--- config.mk ---
export PLATFORM = sky130hd
export DESIGN_NAME = branch_resolve_queue
export DESIGN_NICKNAME = d
export VERILOG_FILES = /design/src/rtl/branch_resolve_pkg.sv /design/src/rtl/branch_resolve_fifo.sv /design/src/rtl/branch_resolve_queue.sv
export SDC_FILE = /design/constraint.sdc
export NUM_CORES = 1
export LEC_CHECK = 0
export ABC_AREA = 1
export ABC_CLOCK_PERIOD_IN_PS = 3500
export CORE_MARGIN = 4
export CORE_UTILIZATION = 45
export DETAILED_ROUTE_END_ITERATION = 8
export DONT_BUFFER_PORTS = 1
export HOLD_SLACK_MARGIN = 0.06
export PLACE_DENSITY = 0.61
export SLEW_MARGIN = 15
export SYNTH_ARGS = -nofsm -noshare
export SYNTH_HDL_FRONTEND = slang
export SYNTH_SLANG_ARGS = --single-unit
--- constraint.sdc ---
create_clock -name clk -period 3.5 [get_ports clk]
set_input_delay 0.35 -clock clk [delete_from_list [all_inputs] [get_ports clk]]
set_output_delay 0.35 -clock clk [all_outputs]
set_load 0.005 [all_outputs]
--- src/rtl/branch_resolve_pkg.sv ---
// Shared types for the branch resolve queue.
//   PC_W        : width of a branch PC.
//   br_entry_t  : one in-flight branch, its PC and the predicted direction.
package branch_resolve_pkg;

    localparam int PC_W = 32;

    typedef struct packed {
        logic [PC_W-1:0] pc;
        logic            taken;
    } br_entry_t;

endpackage

--- src/rtl/branch_resolve_fifo.sv ---
// Circular buffer holding in-flight branches in program order.
// Ports:
//   clk, reset  : clock; synchronous active-low reset of pointers/count.
//   i_push      : write i_wdata at the tail (ignored when full).
//   i_wdata     : entry to write.
//   i_pop       : retire the head entry (ignored when empty).
//   i_clear     : drop every entry; dominates push and pop.
//   o_head      : entry at the head.
//   o_count     : number of occupied entries.
//   o_full      : count == DEPTH.
//   o_empty     : count == 0.
module branch_resolve_fifo
    import branch_resolve_pkg::*;
#(
    parameter int DEPTH = 4
) (
    input  logic                       clk,
    input  logic                       reset,
    input  logic                       i_push,
    input  br_entry_t                  i_wdata,
    input  logic                       i_pop,
    input  logic                       i_clear,
    output br_entry_t                  o_head,
    output logic [$clog2(DEPTH+1)-1:0] o_count,
    output logic                       o_full,
    output logic                       o_empty
);

    localparam int PTR_W = $clog2(DEPTH);
    localparam int CW    = $clog2(DEPTH+1);
    localparam logic [CW-1:0] FULL_CNT = CW'(DEPTH);

    br_entry_t          r_mem [DEPTH];
    logic [PTR_W-1:0]   r_head;
    logic [PTR_W-1:0]   r_tail;
    logic [CW-1:0]      r_count;
    logic               w_push_ok;
    logic               w_pop_ok;

    assign o_full    = (r_count == FULL_CNT);
    assign o_empty   = (r_count == '0);
    assign w_push_ok = i_push && !o_full;
    assign w_pop_ok  = i_pop && !o_empty;
    assign o_head    = r_mem[r_head];
    assign o_count   = r_count;

    // Pointers wrap naturally because DEPTH is a power of two.
    always_ff @(posedge clk) begin
        if (!reset) begin
            r_head  <= '0;
            r_tail  <= '0;
            r_count <= '0;
        end else if (i_clear) begin
            r_head  <= '0;
            r_tail  <= '0;
            r_count <= '0;
        end else begin
            if (w_push_ok) r_tail <= r_tail + PTR_W'(1);
            if (w_pop_ok)  r_head <= r_head + PTR_W'(1);
            r_count <= r_count + CW'(w_push_ok) - CW'(w_pop_ok);
        end
    end

    // Entry storage carries no reset; contents are only read when occupied.
    always_ff @(posedge clk) begin
        if (w_push_ok && !i_clear) r_mem[r_tail] <= i_wdata;
    end

endmodule

--- src/rtl/branch_resolve_queue.sv ---
// In-order tracker of predicted conditional branches. Resolves oldest-first,
// emits a registered training pulse to the predictor and flags mispredicts;
// a mispredict or flush squashes every in-flight entry.
// Ports:
//   clk, reset            : clock; synchronous active-low reset.
//   push_val/pc/taken     : fetch pushes a predicted branch; push_rdy = not full.
//   resolve_val/taken     : execute resolves the head; resolve_rdy = not empty.
//   flush                 : external squash of all entries.
//   update_en/update_val  : one-cycle training strobe with actual outcome.
//   mispredict/_pc        : one-cycle mispredict strobe and the branch PC.
//   count                 : occupied entries.
//   mispredict_cnt        : saturating mispredict total.
module branch_resolve_queue
    import branch_resolve_pkg::*;
#(
    parameter int DEPTH = 4,
    parameter int CNT_W = 16
) (
    input  logic                       clk,
    input  logic                       reset,
    input  logic                       push_val,
    input  logic [PC_W-1:0]            push_pc,
    input  logic                       push_taken,
    output logic                       push_rdy,
    input  logic                       resolve_val,
    input  logic                       resolve_taken,
    output logic                       resolve_rdy,
    input  logic                       flush,
    output logic                       update_en,
    output logic                       update_val,
    output logic                       mispredict,
    output logic [PC_W-1:0]            mispredict_pc,
    output logic [$clog2(DEPTH+1)-1:0] count,
    output logic [CNT_W-1:0]           mispredict_cnt
);

    br_entry_t        w_wdata;
    br_entry_t        w_head;
    logic             w_full;
    logic             w_empty;
    logic             w_push_fire;
    logic             w_res_fire;
    logic             w_mismatch;
    logic             w_squash;

    logic             r_update_en;
    logic             r_update_val;
    logic             r_mispredict;
    logic [PC_W-1:0]  r_mispredict_pc;
    logic [CNT_W-1:0] r_mcnt;

    assign w_wdata.pc    = push_pc;
    assign w_wdata.taken = push_taken;

    assign push_rdy    = !w_full;
    assign resolve_rdy = !w_empty;

    assign w_push_fire = push_val && !w_full;
    assign w_res_fire  = resolve_val && !w_empty;
    assign w_mismatch  = w_res_fire && (resolve_taken != w_head.taken);
    assign w_squash    = w_mismatch || flush;

    // A squash clears the whole buffer, so a same-cycle push is dropped.
    branch_resolve_fifo #(.DEPTH(DEPTH)) u_fifo (
        .clk     (clk),
        .reset   (reset),
        .i_push  (w_push_fire && !w_squash),
        .i_wdata (w_wdata),
        .i_pop   (w_res_fire),
        .i_clear (w_squash),
        .o_head  (w_head),
        .o_count (count),
        .o_full  (w_full),
        .o_empty (w_empty)
    );

    // Resolution outputs, registered one cycle after the resolve fire.
    // All are zero outside their pulse.
    always_ff @(posedge clk) begin
        if (!reset) begin
            r_update_en     <= 1'b0;
            r_update_val    <= 1'b0;
            r_mispredict    <= 1'b0;
            r_mispredict_pc <= '0;
            r_mcnt          <= '0;
        end else begin
            r_update_en     <= w_res_fire;
            r_update_val    <= w_res_fire && resolve_taken;
            r_mispredict    <= w_mismatch;
            r_mispredict_pc <= w_mismatch ? w_head.pc : '0;
            if (w_mismatch && (r_mcnt != '1)) r_mcnt <= r_mcnt + CNT_W'(1);
        end
    end

    assign update_en      = r_update_en;
    assign update_val     = r_update_val;
    assign mispredict     = r_mispredict;
    assign mispredict_pc  = r_mispredict_pc;
    assign mispredict_cnt = r_mcnt;

endmodule
; ---- After elaboration in Yosys (flattened, before gate mapping)
; Memory sizes are Yosys's and may differ from the RTL's. A register that Yosys moved wholly into a read port is not among the register bits.
; Index checks and enable logic that the tools add are counted.
[word_totals]
register_bits = 58
latchBits = 0
mem_bits_rw = 132
rom_bits = 0
inputBits = 39
mem_count = 1
[op_classes]
add_sub_neg = 5
multipliers = 0
div = 0
n_lt_le_gt_ge = 0
eq_ne = 3
shifts = 0
muxes = 4
bitwise = 1
reduce_logical = 16
[memory_table]
columns = memory, words, word_bits, read_ports, rd_clocked_by_memory_dff, write_ports, line_no
row1 = u_fifo.r_mem, 4, 33, 1, 1, 1, branch_resolve_fifo.sv:33  ; br_entry_t r_mem [DEPTH];
[ops]
columns = cell, n
row1 = "adder 16 x 1 -> 16 bit, second input constant", 1
row2 = "!= test 16 bit, second input constant", 1
row3 = logical AND 1 bit, 9
row4 = "adder 2 x 1 -> 2 bit, second input constant", 2
row5 = two-way mux 2 bit, 2
row6 = adder 3 x 1 -> 3 bit, 1
row7 = "== test 3 bit, second input constant", 1
row8 = logical NOT 1 bit, 3
row9 = logical NOT 3 bit, 1
row10 = subtractor 3 x 1 -> 3 bit, 1
row11 = two-way mux 1 bit, 2
row12 = AND reduction 2 bit, 1
row13 = OR reduction 2 bit, 1
row14 = logical OR 1 bit, 1
row15 = != test 1 bit, 1
row16 = NOT 1 bit, 1

; ---- Logic depth before layout (Yosys ltp)
[logic_depth]
ltp_word = 11
depth_mapped = 13
depth_no_buf = 13

; ---- Hierarchy
; Synthesis repeated with hierarchy kept, for this count alone.
[hier_totals]
cells_unflattened = 665
hier_area_um2 = 7444.6
[modules_own_cells]
columns = module, n_inst, cells_per_inst, area_per_inst_um2
row1 = branch_resolve_fifo, 1, 391, 5421.4
row2 = branch_resolve_queue, 1, 274, 2023.2

; ---- Least setup slack after synthesis
; OpenSTA, ideal clock, no wires.
[synth_timing]
kind = flip-flop to flip-flop
start = register (tool-made name)
end = memory u_fifo.r_mem[0][0] (netlist bit) (enable)
setup_ps = 423
t_arrival_ps = 2459
required_time_ps = 3077
setup_slack_ps = 618
stages_incl_launch_ff = 9
n_path_buf = 1
cell_sequence = dfxtp_1 > buf_4 > inv_2 > nand3_2 > nand2_1 > nand2_1 > nand3_1 > nand3_1 > nor2_1
[synth_rtl]
columns = element, line_no
row1 = end: declaration, branch_resolve_fifo.sv:33

==> reports/metrics.cfg <==
[synth]
syn-num-nets=695
synth_seq_cells=192
syn_area_um2=7470
synthCells=648
synth_edf_count=132
yosysSeqAreaShare_pct=69.1
ys_warn_count=0
syn_area_per_cell_um2=11.5
yosys.cell_types.count=35
async_reset_ff_share_pct=0
ys.flop_type=edfxtp_1

[global_route]
first_global_vias=4878
grt_util_met1_pct=20.2
antenna_found_initial=1
grt_use_met2_pct=29.3
grt_pass1_wl_um=24400
track_usage_pct=16.9
grt_overflow=0
busiest_layer=met2
grt_start_max_net_pins=65
grt_use_met3_pct=4.78

[worst_setup_path]
cp.required_ps=3620
cp.arrival_ps=2550
r2r_cells=8
critical_path.max_fanout=22
crit_top_cell=nand3_1
r2r_end=u_fifo.r_mem[3][25]
max_stage_delay_ps=620
r2r_slack_ps=1060
cp_slowest_cell=dfxtp_1
endpoint_kind=flip-flop
path_class=reg -> reg
critPathLaunchType=flip-flop
cp_cell_sequence=nand3_1 > nand2_1 > nand2_1 > nand3_1 > nand3_1 > buf_4 > nor2_4 > buf_12

[sta]
finalSetupTns_ps=0
period_minus_slack_ps=2440
worstMarginPinSlew_ps=722
setup_viol=0
max_freq_mhz=411
fin_skew_ps=12.6
hold_viol=0
rsz0062_at_grt=false
slew_headroom_pct=51.8
finalCritPeriodShare_pct=69.6
drv_slew=0

[die]
start_util_pct=46.5
chipWidth_um=137
rows=46
die_h_um=137
ios=95
die_area_um2=18700
core-area_um2=16100

[clocking]
root_buffer=clkbuf_16
cts_setup_buffers=0
cts_max_path_buffers=2
worstSkewPairLatency_ps=420
cts_resized=0
cts_htree_levels=4
clkTransAtPathRegs_ps=70
cts_tree=built
cts.sinks=192
cts_made_buffers=17

[final_layout]
mostFrequentLayoutCell=nor2_1
drive_above_1_share_pct=13.1
layout_common_cells=nor2_1, edfxtp_1, o21ai_0, dfxtp_1, nand2_1
syn_to_final_growth_pct=15.9
final_nets=729
finish.utilization_pct=53.9

[min_path]
hold_class=in -> reg
hold_path_end=u_fifo.r_tail[1]
worstHoldPathCells=2
hp-start=reset

[drt]
drt_iter0_markers=389
routed-via-count=4717
firstDrtPassIters=6
drc=0
viasPerCell=5.17
routed_wl_um=15200
ant_nets=0
wire_per_inst_um=16.7

[place]
post-dp-hpwl_um=9460
gp_congestion=0.749
portBuffers=0

[job]
maxCapViolations=0

[power_and_ir_drop]
clockPowerShare_pct=41.5
pwr_density_cell_nw_per_um2=535
p_int_mw=3.65
irDropWorstVdd_v=0.000329
seqPwrFrac_pct=53.8
swShare_pct=21.3
p_sw_mw=0.987
p_comb_share_pct=4.7
leakagePower_nw=2.98

[run_status]
status=complete, no violations

[critical path: cells and delay by family, from the launching register on]
| kind | cells | cell delay, ps |
|---|---|---|
| AND/OR/NAND/NOR | 6 | 1030 |
| buffers and inverters | 2 | 460 |
| flip-flops | 1 | 620 |
[state kept, by name (all words and copies together) (netlist names), named ones only]
name            flops
u_fifo.r_mem      132
u_fifo.r_head       2
u_fifo.o_count      3
update_en           1
mispredict_cnt     16
mispredict          1
u_fifo.r_tail       2
mispredict_pc      32
update_val          1
[final cells by class]
class | instances | area, um2
flip-flops and latches | 192 | 5170
fillers | 1330 | 7400
inverters | 30 | 113
clock inverters | 11 | 130
repair buffers | 43 | 458
clock buffers | 21 | 460
diodes | 1 | 2.50
well taps | 216 | 270
multi-input cells | 398 | 2060
[cells by family after synthesis]
group | after synthesis | synth area share [%]
AND/OR/NAND/NOR | 265 | 15.8
flip-flops | 192 | 69.1
AO/OA/AOI/OAI | 116 | 8.94
buffers and inverters | 58 | 3.67
XOR/XNOR | 9 | 1.06
adder cells (fa/ha/maj) | 8 | 1.44
[synth_stat cells, drive strengths merged (3+ instances only)]
cell type / number / area share (%)
nor2: 163 / 8.4
edfxtp: 132 / 53
o21ai: 66 / 4.4
nand2: 61 / 3.7
dfxtp: 60 / 16
a21oi: 48 / 4.2
inv: 30 / 1.5
nand3: 27 / 2.2
buf: 16 / 1.6
clkbuf: 12 / 0.60
ha: 7 / 1.2
nand4: 5 / 0.42
xor2: 5 / 0.59
xnor2: 4 / 0.47
nor3: 3 / 0.42
[per-layer routing]
metal,part of all wire (%),vias up,wire (um)
met1,42,2298,6370
li1,-,2280,-
met4,1.5,0,236
met5,0,-,0
met2,52,119,7850
met3,5.1,20,783
[per-stage QoR]
stage | instances | hold WS, ps | total power, mW | area (um2) | setup slack, ps
2_1_floorplan | 648 | 449 | 2.67 | 7470 | 618
3_3_place_gp | 845 | 449 | 2.71 | 7730 | 1110
3_5_place_dp | 845 | 449 | 2.72 | 7730 | 1050
4_1_cts | 911 | 95.9 | 4.67 | 8660 | 1020
5_1_grt | 912 | 88.6 | 4.80 | 8660 | 931
6_report | 912 | 106 | 4.64 | 8660 | 1060
[power groups by stage]
stage,Combinational (mW),Sequential [mW],Clock [mW]
floorplan,0.132,2.54,0
global placement,0.167,2.54,0
detailed placement,0.172,2.55,0
CTS,0.224,2.49,1.95
global route,0.248,2.50,2.05
finish,0.219,2.49,1.92
[worst max-delay path by stage]
stage                               end  slack (ps)
floorplan            u_fifo.r_mem[0][0]         620
global placement    u_fifo.r_mem[3][27]        1110
detailed placement  u_fifo.r_mem[3][27]        1050
CTS                  u_fifo.r_mem[3][7]        1020
global route         u_fifo.r_mem[1][2]         930
finish              u_fifo.r_mem[3][25]        1060
[timing repair]
item / 4_1_cts / 5_1_grt
setup endpoints to repair: 0 / 0
hold buffers: 34 / 0
endpoints found under the hold margin: 135 / 0
Note: power is estimated with default switching activity, not from simulation.
